`src/rtl/control_unit.sv`:
```
// rtl/control_unit.sv - multicycle processor control FSM (fetch/decode/execute/memory/writeback/halt)
// Optional WAIT_STATE_EN: FETCH and MEMORY hold until mem_ready is sampled high.
module control_unit (
  input  logic       clock,
  input  logic       reset,
  input  logic [7:0] instrucao,
  input  logic       mem_ready,
  output logic       PCwrite,
  output logic       IRwrite,
  output logic       MemRead,
  output logic       MemWrite,
  output logic       RegWrite,
  output logic [2:0] ALUop,
  output logic [1:0] OPcontrole,
  output logic       halted,
  output logic [2:0] estado
);

  typedef enum logic [2:0] {
    S_IDLE      = 3'b000,
    S_FETCH     = 3'b001,
    S_DECODE    = 3'b010,
    S_EXECUTE   = 3'b011,
    S_MEMORY    = 3'b100,
    S_WRITEBACK = 3'b101,
    S_HALT      = 3'b110,
    S_INVALID   = 3'b111
  } state_t;

  localparam logic [2:0] OP_LOAD  = 3'b100;
  localparam logic [2:0] OP_STORE = 3'b101;
  localparam logic [2:0] OP_LI    = 3'b110;
  localparam logic [2:0] OP_HALT  = 3'b111;

  state_t     state;
  state_t     state_next;
  logic [2:0] opcode;
  logic       advance;

`ifdef WAIT_STATE_EN
  assign advance = mem_ready;
  logic [4:0] unused_operand;
  assign unused_operand = instrucao[4:0];
`else
  assign advance = 1'b1;
  logic [5:0] unused_inputs;
  assign unused_inputs = {mem_ready, instrucao[4:0]};
`endif

  always_ff @(posedge clock or posedge reset) begin
    if (reset) begin
      state  <= S_IDLE;
      opcode <= 3'b000;
    end else begin
      state <= state_next;
      if (state == S_FETCH && advance)
        opcode <= instrucao[7:5];
    end
  end

  always_comb begin
    state_next = state;
    PCwrite    = 1'b0;
    IRwrite    = 1'b0;
    MemRead    = 1'b0;
    MemWrite   = 1'b0;
    RegWrite   = 1'b0;
    ALUop      = 3'b000;
    OPcontrole = 2'b00;
    halted     = 1'b0;
    case (state)
      S_IDLE: state_next = S_FETCH;
      S_FETCH: begin
        MemRead = 1'b1;
        IRwrite = 1'b1;
        // PC increments only on the cycle the instruction is actually taken
        PCwrite = advance;
        if (advance)
          state_next = S_DECODE;
      end
      S_DECODE: begin
        case (opcode)
          OP_LOAD, OP_STORE: state_next = S_MEMORY;
          OP_LI:             state_next = S_WRITEBACK;
          OP_HALT:           state_next = S_HALT;
          default:           state_next = S_EXECUTE;
        endcase
      end
      S_EXECUTE: begin
        ALUop      = opcode;
        state_next = S_WRITEBACK;
      end
      S_MEMORY: begin
        MemRead  = (opcode == OP_LOAD);
        MemWrite = (opcode == OP_STORE);
        if (advance)
          state_next = (opcode == OP_LOAD) ? S_WRITEBACK : S_FETCH;
      end
      S_WRITEBACK: begin
        RegWrite = 1'b1;
        case (opcode)
          OP_LOAD: OPcontrole = 2'b01;
          OP_LI:   OPcontrole = 2'b10;
          default: OPcontrole = 2'b00;
        endcase
        state_next = S_FETCH;
      end
      S_HALT: halted = 1'b1;
      default: state_next = S_IDLE;
    endcase
  end

  assign estado = state;

endmodule

```
`config.mk`:
```
export PLATFORM = sky130hd
export DESIGN_NAME = control_unit
export DESIGN_NICKNAME = d
export VERILOG_FILES = /design/src/rtl/control_unit.sv
export SDC_FILE = /design/constraint.sdc
export NUM_CORES = 1
export LEC_CHECK = 0
export CELL_PAD_IN_SITES_DETAIL_PLACEMENT = 0
export CELL_PAD_IN_SITES_GLOBAL_PLACEMENT = 1
export CORE_UTILIZATION = 20
export DETAILED_ROUTE_END_ITERATION = 6
export HOLD_SLACK_MARGIN = 0.02
export PLACE_DENSITY = 0.81
export SLEW_MARGIN = 30
export SYNTH_ARGS = -nofsm -noshare
export SYNTH_HDL_FRONTEND = slang
export SYNTH_SLANG_ARGS = --single-unit
```
`constraint.sdc`:
```
create_clock -name clock -period 1.5 [get_ports clock]
set_input_delay 0.375 -clock clock [delete_from_list [all_inputs] [get_ports clock]]
set_output_delay 0.375 -clock clock [all_outputs]
set_load 0.03 [all_outputs]
```
# After elaboration in Yosys (flattened, before gate mapping)
# Index checks and enable logic that the tools add are counted.
[totals]
regBits = 6
elab_cells = 26
out_inout_bits = 14
in_bits = 11
[op_classes]
reduce_logical = 3
eq_ne = 10
n_mux = 11
[ops]
columns = ["cell", "n"]
rows = [
  ["$eq 3x3->1 const B", 7],
  ["$pmux 3 s6", 1],
  ["$pmux 3 s3", 1],
  ["$eq 3x2->1 const B", 2],
  ["$mux 3", 2],
  ["$mux 1", 4],
  ["$pmux 2 s2", 1],
  ["$reduce_or 2->1", 2],
  ["$eq 3x1->1 const B", 1],
  ["$logic_not 3->1", 1],
  ["$mux 2", 1],
  ["$pmux 1 s2", 1],
]

# Depth between registers and ports, before layout
# Gate-level depths: netlist of run 1.
[depth]
depth_word = 4
ltp_mapped = 3
ltp_nobuf = 3

# Least setup slack after synthesis of run 1
# OpenSTA, ideal clock, no wires.
[synth_timing]
kind = "register to output"
startpoint = "reg state[2], in the netlist estado[2]"
endpoint = "out MemWrite"
stages_incl_launch_ff = 3
arrival_ps = 1792
setup_slack_ps = -667
path_cell_list = "dfrtp_1 > nor2b_1 > nor4bb_1"
[synth_between]
elab_chain_cells = 2
[synth_rtl]
columns = ["element", "line", "source"]
rows = [
  ["from (decl)", "35", "state_t state;"],
  ["from (signal assigned)", "55", "state <= state_next;"],
  ["$eq 3x3->1", "71", "case (state)"],
  ["$mux 1", "71", ""],
  ["to (decl)", "11", "output logic MemWrite,"],
]
# Every way passes these cells.

# Worst setup path after layout of run 1
[layout_timing]
startpoint = "reg state[0], in the netlist estado[0]"
endpoint = "out MemRead"
[layout_between]
elab_chain_cells = 2
[layout_rtl]
columns = ["element", "line", "source"]
rows = [
  ["$eq 3x3->1 or $eq 3x1->1 (tied branches)", "71", ""],
  ["$pmux 1 s2 (*)", "71", ""],
  ["to (decl)", "10", "output logic MemRead,"],
]
# Mark *: on every way between the ends. The rest lies on a longest branch, timed or not.

==> metrics, run 1 <==
via count between 400 and 500; Worst EP required roughly 1100 ps; # setup viols final 14; Sinks on Clock Net 6; # IOs 25; Clock Power Share 0.071; PD cells around 2500 nW/um2; adder-cell share of the synthesized area 0; YS warnings 0; Initial DRC Count 7; logic gate share of total power 0.791; slew margin rel. 0.830; R2R depth 7; Fmax roughly 530 MHz; Total Neg Setup Slack -3150 ps; Initial Utilization 0.212; post-DR vias/cell about 4.3; failing checks negative setup slack; layout cell share with drive strength beyond 1 0.768; Worst Setup SP estado[0]; Pint between 1 and 1.5 mW; die area 1980 um2; Rows 15; WP data arrival around 1500 ps; Setup crit end kind output port; crit-path cells nand2b_4 -> or4_4 -> a21oi_4 -> buf_6; first-pass GRT wire length roughly 1.8 mm; dpl cells 90; IO buf count 18; syn_nets 49; final hold viol count 0; later-pin clock latency in the skew report approximately 250 ps; non-filler instance count after layout around 110; Num CTS Buffers 3; Die Ht approximately 45 um; Post-Synth XOR/XNOR Area 0; status finished with violations; total grt overflow 0; Hold Path Class input port to asynchronous set/reset pin; FILL cells between 100 and 150; share of power burned in registers 0.138; Clock Path Buffers 2; CP max stage delay around 450 ps; worst reg2reg startpoint estado[2]; Die W about 45 um; peak supply drop around 0.00093 V; Pre-Repair DR Iteration Count 2; Leak Pwr ~0.43 nW; Layout area overhead 157%; vias in the first global route between 400 and 500; Post-synth EDFFs 0; Placer Congestion 0.784; CP Class register to output port; fin crit share 1.25; Design Area, Final 930 um2; Final Max Slew Viols 0; Final Skew between 10 and 15 ps; DRC 0; hold_buf cts 0; Total GRT Usage 0.133; worst slack, placed -128 ps; Net Switching 0.976 mW; RSZ-0062 raised after global routing true; clock root cell clkbuf_4; FF-to-FF End opcode[2]; mean post-synth cell area around 9.5 um2; CTS tree done; post-route setup slack -376 ps; H-Tree Depth 1; total wire length ~1.3 mm; asr flop ratio synth 1.00; Cells after Synth 38; Core Util, Final 0.544; mux share of post-synthesis cell area 0.0934; Top FF cell, synth dfrtp_1; clk slew on worst S/H paths 60 ps; Synth cell types 23; Critical-path top delay cell or4_4; pin count of the biggest net entering global routing 10; Post-DRT Antenna Nets 0; critical path capture point MemRead; Period minus WS final 1880 ps; Synth Area in Compound Gates 0.0900; DP Area just under 700 um2; WL/cell 11.7 um; Simple-Gate Fraction of Synth Area 0.360; post-DP HPWL about 790 um; antenna violations before repair 0; main combinational cell family by area after synthesis simple AND/OR/NAND/NOR gates; Core Box Area ~1700 um2; diodes inserted 0; register area share after synthesis 0.415; Syn Std Cell Area between 300 and 400 um2; worst-path maximum fanout 2; crit path launch type register; Worst-Margin Slew about 250 ps; nets 94; Synth Register Bits 6; Sw Share 0.421; flop2flop setup slack -170 ps; max cap viols 0
-- cells in the mapped netlist, drive strengths merged, types with 2 or more instances --
library cell | count | share of area
nand2b | 3 | 0.052
nor2 | 3 | 0.038
and3 | 2 | 0.035
mux2 | 3 | 0.093
a21oi | 2 | 0.038
inv | 2 | 0.021
dfrtp | 6 | 0.42
nor2b | 4 | 0.069
nand2 | 2 | 0.021
-- power by group through the flow --
stage / sequential [mW] / combinational, mW / clock (mW)
after floorplan: 0.475 / 0.617 / 0
after global placement: 0.310 / 1.28 / 0
after detailed placement: 0.312 / 1.29 / 0
after CTS: 0.312 / 1.78 / 0.174
after global routing: 0.326 / 1.92 / 0.189
final: 0.320 / 1.84 / 0.164
-- per-stage QoR --
| stage | hold WS (ps) | power (mW) |
|---|---|---|
| 3_5_place_dp | 608 | 1.60 |
| 5_1_grt | 362 | 2.43 |
| 2_1_floorplan | 166 | 1.09 |
| 4_1_cts | 346 | 2.27 |
| 3_3_place_gp | 604 | 1.59 |
| 6_report | 344 | 2.32 |
-- worst min path at each step --
stage,start,end,slack [ps],depth (start not counted)
after floorplan,reset,opcode[0],170,1
after global placement,opcode[0],estado[2],600,2
after detailed placement,reset,opcode[2],610,2
after CTS,reset,opcode[0],350,2
after global routing,reset,opcode[0],360,2
final,reset,opcode[0],340,2
-- final cells by class --
cell class / instances / area (um2) / area share
Clock buffer: 4 / 26.3 / 0.0283
Timing Repair Buffer: 41 / 403 / 0.433
Sequential cell: 6 / 154 / 0.166
Inverter: 2 / 7.51 / 0.00808
Tap cell: 25 / 31.3 / 0.0336
Multi-Input combinational cell: 29 / 308 / 0.331
-- repair_timing --
| action | CTS | global route |
|---|---|---|
| pin swaps | 7 | 3 |
| endpoints found under the hold margin | 0 | 0 |
| resized for setup | 27 | 3 |
| setup buffers | 11 | 5 |
| endpoints found under the setup margin | 14 | 17 |
-- sequential cells by signal, summed over array words and instances, names as in the netlist --
| register | cells |
|---|---|
| estado | 3 |
| opcode | 3 |
-- kinds of logic after synthesis --
logic type | Yosys count
buf+inv | 3
simple gates | 21
flops | 6
mux | 3
compound gates | 5
-- layer usage --
metal  vias to the layer above  share of wire  GRT usage
met2                        15           0.52      0.209
met1                       217           0.42      0.163
met5                         -              0          0
li1                        222              -          -
met4                         0          0.025     0.0727
met3                         4          0.038     0.0367
-- critical path: cells and delay by family (launching register included) --
kind | cells | cell delay (ps)
compound gates | 1 | 140
buf+inv | 1 | 140
flops | 1 | 400
simple gates | 2 | 590
-- layout by cell type, fill, tap and decap left out --
| master | n |
|---|---|
| buf_6 | 16 |
| a21oi_1 | 1 |
| inv_2 | 1 |
| and3_4 | 2 |
| o211ai_1 | 1 |
| buf_4 | 19 |
| clkdlybuf4s50_1 | 4 |
| mux2_2 | 3 |
| or4_4 | 1 |
| dfrtp_2 | 3 |
| nor2b_4 | 3 |
| clkbuf_1 | 1 |
| nor2_4 | 2 |
| nand2b_2 | 1 |
| and2_4 | 1 |
| inv_1 | 1 |
| nor2_1 | 1 |
| clkbuf_4 | 3 |
| buf_12 | 2 |
| o21ai_0 | 1 |
| nor2b_1 | 1 |
| nor3_4 | 1 |
| nand2_1 | 2 |
| nand2b_4 | 2 |
| dfrtp_1 | 3 |
| nor4bb_4 | 1 |
| a31oi_1 | 1 |
| nand3_4 | 1 |
| and4_1 | 1 |
| a21oi_4 | 1 |
| or2_1 | 1 |
No activity file was read; power rests on OpenSTA's default activity.
==> inputs of run 2 (changes only) <==
CTS_BUF_LIST = sky130_fd_sc_hd__clkbuf_4 sky130_fd_sc_hd__clkbuf_8 sky130_fd_sc_hd__clkbuf_16   (was not set)
==> metrics, run 2 (synthesis gave the netlist of run 1 again) <==
diodes inserted 0; RSZ-0062 raised after global routing true; H-Tree Depth 1; total grt overflow 0; Pre-Repair DR Iteration Count 4; pin count of the biggest net entering global routing 10; Die Ht between 40 and 50 um; max cap viols 0; later-pin clock latency in the skew report between 200 and 300 ps; DRC 0; Period minus WS final between 1500 and 2000 ps; failing checks negative setup slack; total wire length between 1 and 1.5 mm; Fmax around 530 MHz; CTS tree done; WL/cell roughly 12 um; WP data arrival around 1500 ps; Leak Pwr roughly 0.41 nW; Placer Congestion between 0.7 and 0.8; crit-path cells nand2b_4 -> or4_4 -> a21oi_4 -> buf_6; Worst EP required between 1000 and 1500 ps; Initial Utilization 0.212; Final Max Slew Viols 0; Post-DRT Antenna Nets 0; fin crit share 1.25; Setup crit end kind output port; Initial DRC Count 3; FF-to-FF End opcode[2]; flop2flop setup slack -170 ps; CP max stage delay between 400 and 500 ps; # IOs 25; first-pass GRT wire length ~1.9 mm; Layout area overhead 152%; PD cells between 2000 and 3000 nW/um2; Power, Total ~2.3 mW; IO buf count 18; cell family with most CP delay simple AND/OR/NAND/NOR gates; antenna violations before repair 0; crit path launch type register; Final Skew approximately 12 ps; Clock Path Buffers 2; Worst-Margin Slew ~240 ps; most common cell after layout, fill and taps aside buf_4; Total Neg Setup Slack -3030 ps; Core Util, Final 0.533; post-DR vias/cell 4.25; Die W about 45 um; layout cell share with drive strength beyond 1 0.785; worst-path maximum fanout 2; nets a little over 90; hold_buf cts 0; status finished with violations; # setup viols final 14; commonest non-fill, non-tap cells in the layout 17 x buf_4, 15 x buf_6, 4 x clkbuf_4, 4 x clkdlybuf4s50_1; via count about 440; CP bufs+invs 1; Critical-path top delay cell or4_4; Sinks on Clock Net 6; clk slew on worst S/H paths 50 ps; slew margin rel. 0.838; FILL cells 150; Core Box Area about 1700 um2; Num CTS Buffers 3; R2R depth 7; die area roughly 2000 um2; CP Class register to output port; post-DP HPWL approximately 790 um; clock root cell clkbuf_4; post-route setup slack -381 ps; final hold viol count 0; Total GRT Usage 0.139; worst reg2reg startpoint estado[2]; Rows 15; vias in the first global route about 430; Hold Path Class input port to asynchronous set/reset pin; peak supply drop between 0.001 and 0.0015 V
==> run 2: cell count changes in the layout (fill, tap and decap cells not counted) <==
cell,before,now
buf_4,19,17
buf_6,16,15
clkbuf_1,1,0
clkbuf_4,3,4
nand2_1,2,1
nand2_2,0,1
==> run 2: layout make-up <==
cell class	instances	area [um2]	area share
clock buffer	4	30.0	0.0330
inverter	2	7.51	0.00825
multi-input combinational	29	310	0.341
sequential	6	154	0.169
tap	25	31.3	0.0344
timing repair buffer	38	377	0.414
==> run 2: repair_timing <==
action | 4_1_cts | 5_1_grt
endpoints found under the setup margin | 14 | 17
setup buffers | 11 | 3
pin swaps | 7 | 4
gates resized for setup | 27 | 3
==> run 2: layer usage <==
| layer | track usage | vias to the layer above | wire, um |
|---|---|---|---|
| met5 | 0 | - | 0 |
| met3 | 0.0367 | 0 | 42 |
| li1 | - | 217 | - |
| met2 | 0.235 | 12 | 698 |
| met4 | 0.0606 | 0 | 0 |
| met1 | 0.164 | 213 | 502 |
==> run 2: report_power, final <==
group / leakage (nW) / switching [mW] / internal (mW)
clock: 0.0184 / 0.0621 / 0.119
combinational: 0.329 / 0.844 / 0.946
sequential: 0.0679 / 0.0623 / 0.252
total: 0.415 / 0.969 / 1.32
==> run 2: worst max-delay path by stage <==
stage,startpoint,to,slack [ps],cells after the start
final,estado[0],MemRead,-380,4
after global routing,estado[0],MemRead,-430,4
after CTS,estado[0],MemRead,-380,4
after detailed placement,estado[0],MemRead,-130,4
after global placement,estado[0],MemRead,-120,4
after floorplan,estado[0],MemRead,-220,3
==> run 2: metrics by stage <==
step,worst slack [ps],hold slack [ps],cells,cell area [um2]
final,-381,342,104,910
after global routing,-430,367,104,910
after CTS,-378,344,105,913
after detailed placement,-128,608,90,678
after global placement,-119,604,90,678
after floorplan,-218,166,38,425
==> inputs of run 3 (changes only) <==
GPL_TIMING_DRIVEN = 0   (was not set)
==> metrics, run 3 (synthesis gave the netlist of run 1 again) <==
status finished with violations; failing checks negative setup slack; total grt overflow 0; clk slew on worst S/H paths roughly 60 ps; CP Class register to output port; flop2flop setup slack -50 ps; CTS tree done; hold_buf cts 0; layout cell share with drive strength beyond 1 0.766; # setup viols final 15; Period minus WS final between 1500 and 2000 ps; Rows 15; Num CTS Buffers 3; Initial DRC Count 0; total wire length about 1.2 mm; Worst EP required between 1000 and 1500 ps; Sinks on Clock Net 6; nets 89; later-pin clock latency in the skew report 250 ps; Fmax 522 MHz; worst reg2reg startpoint estado[2]; worst-path maximum fanout 2; peak supply drop 0.000908 V; Layout area overhead 145%; Setup crit end kind output port; Final Max Slew Viols 0; PD cells between 2000 and 2500 nW/um2; diodes inserted 0; non-filler instance count after layout just over 100; post-DP HPWL 638 um; commonest non-fill, non-tap cells in the layout 20 x buf_6, 10 x buf_4, 6 x dfrtp_2; Die Ht roughly 45 um; post-route setup slack -417 ps; via count roughly 440; max cap viols 0; clock root cell clkbuf_4; Core Box Area around 1700 um2; # IOs 25; H-Tree Depth 1; Pre-Repair DR Iteration Count 1; DRC 0; Worst-Margin Slew ~300 ps; die area approximately 2000 um2; dpl cells a little over 80; fin crit share 1.28; pin count of the biggest net entering global routing 8; Leak Pwr 0.410 nW; FILL cells between 150 and 200; FF-to-FF End opcode[2]; Post-DRT Antenna Nets 0; R2R depth 6; RSZ-0062 raised after global routing true; most common cell after layout, fill and taps aside buf_6; Hold Path Class input port to asynchronous set/reset pin; Total GRT Usage 0.119; IO buf count 18; antenna violations before repair 0; Placer Congestion 0.723; Clock Path Buffers 2; Hold WS roughly 340 ps; Core Util, Final 0.518; vias in the first global route about 380; Die W 44.5 um; crit path launch type register; final hold viol count 0; post-DR vias/cell approximately 4.3; Final Skew between 15 and 20 ps; first-pass GRT wire length 1.66 mm; slew margin rel. 0.806; WP data arrival between 1500 and 2000 ps; Initial Utilization 0.212; WL/cell roughly 11 um
-- run 3: what timing repair did --
item	in CTS	in global routing
pin swaps	3	5
resized for setup	89	24
endpoints found under the setup margin	14	17
buffers inserted	9	8
-- run 3: cell type report --
type	instances	area, um2	area share
plain buffers	1	11.3	0.0127
clock buffers	4	30.0	0.0339
inverters	2	7.51	0.00849
multi-input cells	29	303	0.342
flip-flops and latches	6	158	0.178
well taps	25	31.3	0.0354
repair buffers	35	344	0.389
-- run 3: layer usage --
metal	up-vias	global-route usage	routed length, um
li1	209	-	-
met1	220	0.123	462
met2	12	0.209	654
met3	2	0.0612	50
met4	0	0.0364	5
met5	-	0	0
-- run 3: worst max path at each step --
stage                   start  endpoint  cells after the start
floorplan           estado[0]   MemRead                      3
global placement    estado[0]   MemRead                      4
detailed placement  estado[0]   MemRead                      4
CTS                 opcode[0]   MemRead                      3
global route        estado[0]   MemRead                      4
finish              estado[0]   MemRead                      4
-- run 3: where the power goes --
group | internal [mW] | switching, mW
combinational | 0.903 | 0.725
sequential | 0.261 | 0.137
clock | 0.119 | 0.0650
total | 1.28 | 0.927
-- run 3: critical path: stages (launching register included) --
cell and delay (ps):
dfrtp_2 420, nand2b_4 150, or4_4 440, a21oi_4 140, buf_6 140
-- run 3: stage by stage --
stage | setup TNS (ps) | instance area [um2] | power (mW) | setup slack, ps
floorplan | -613 | 425 | 1.09 | -218
global placement | -4980 | 637 | 1.42 | -716
detailed placement | -4970 | 637 | 1.43 | -724
CTS | -2440 | 763 | 1.86 | -429
global route | -3280 | 885 | 2.33 | -465
finish | -2680 | 885 | 2.21 | -417
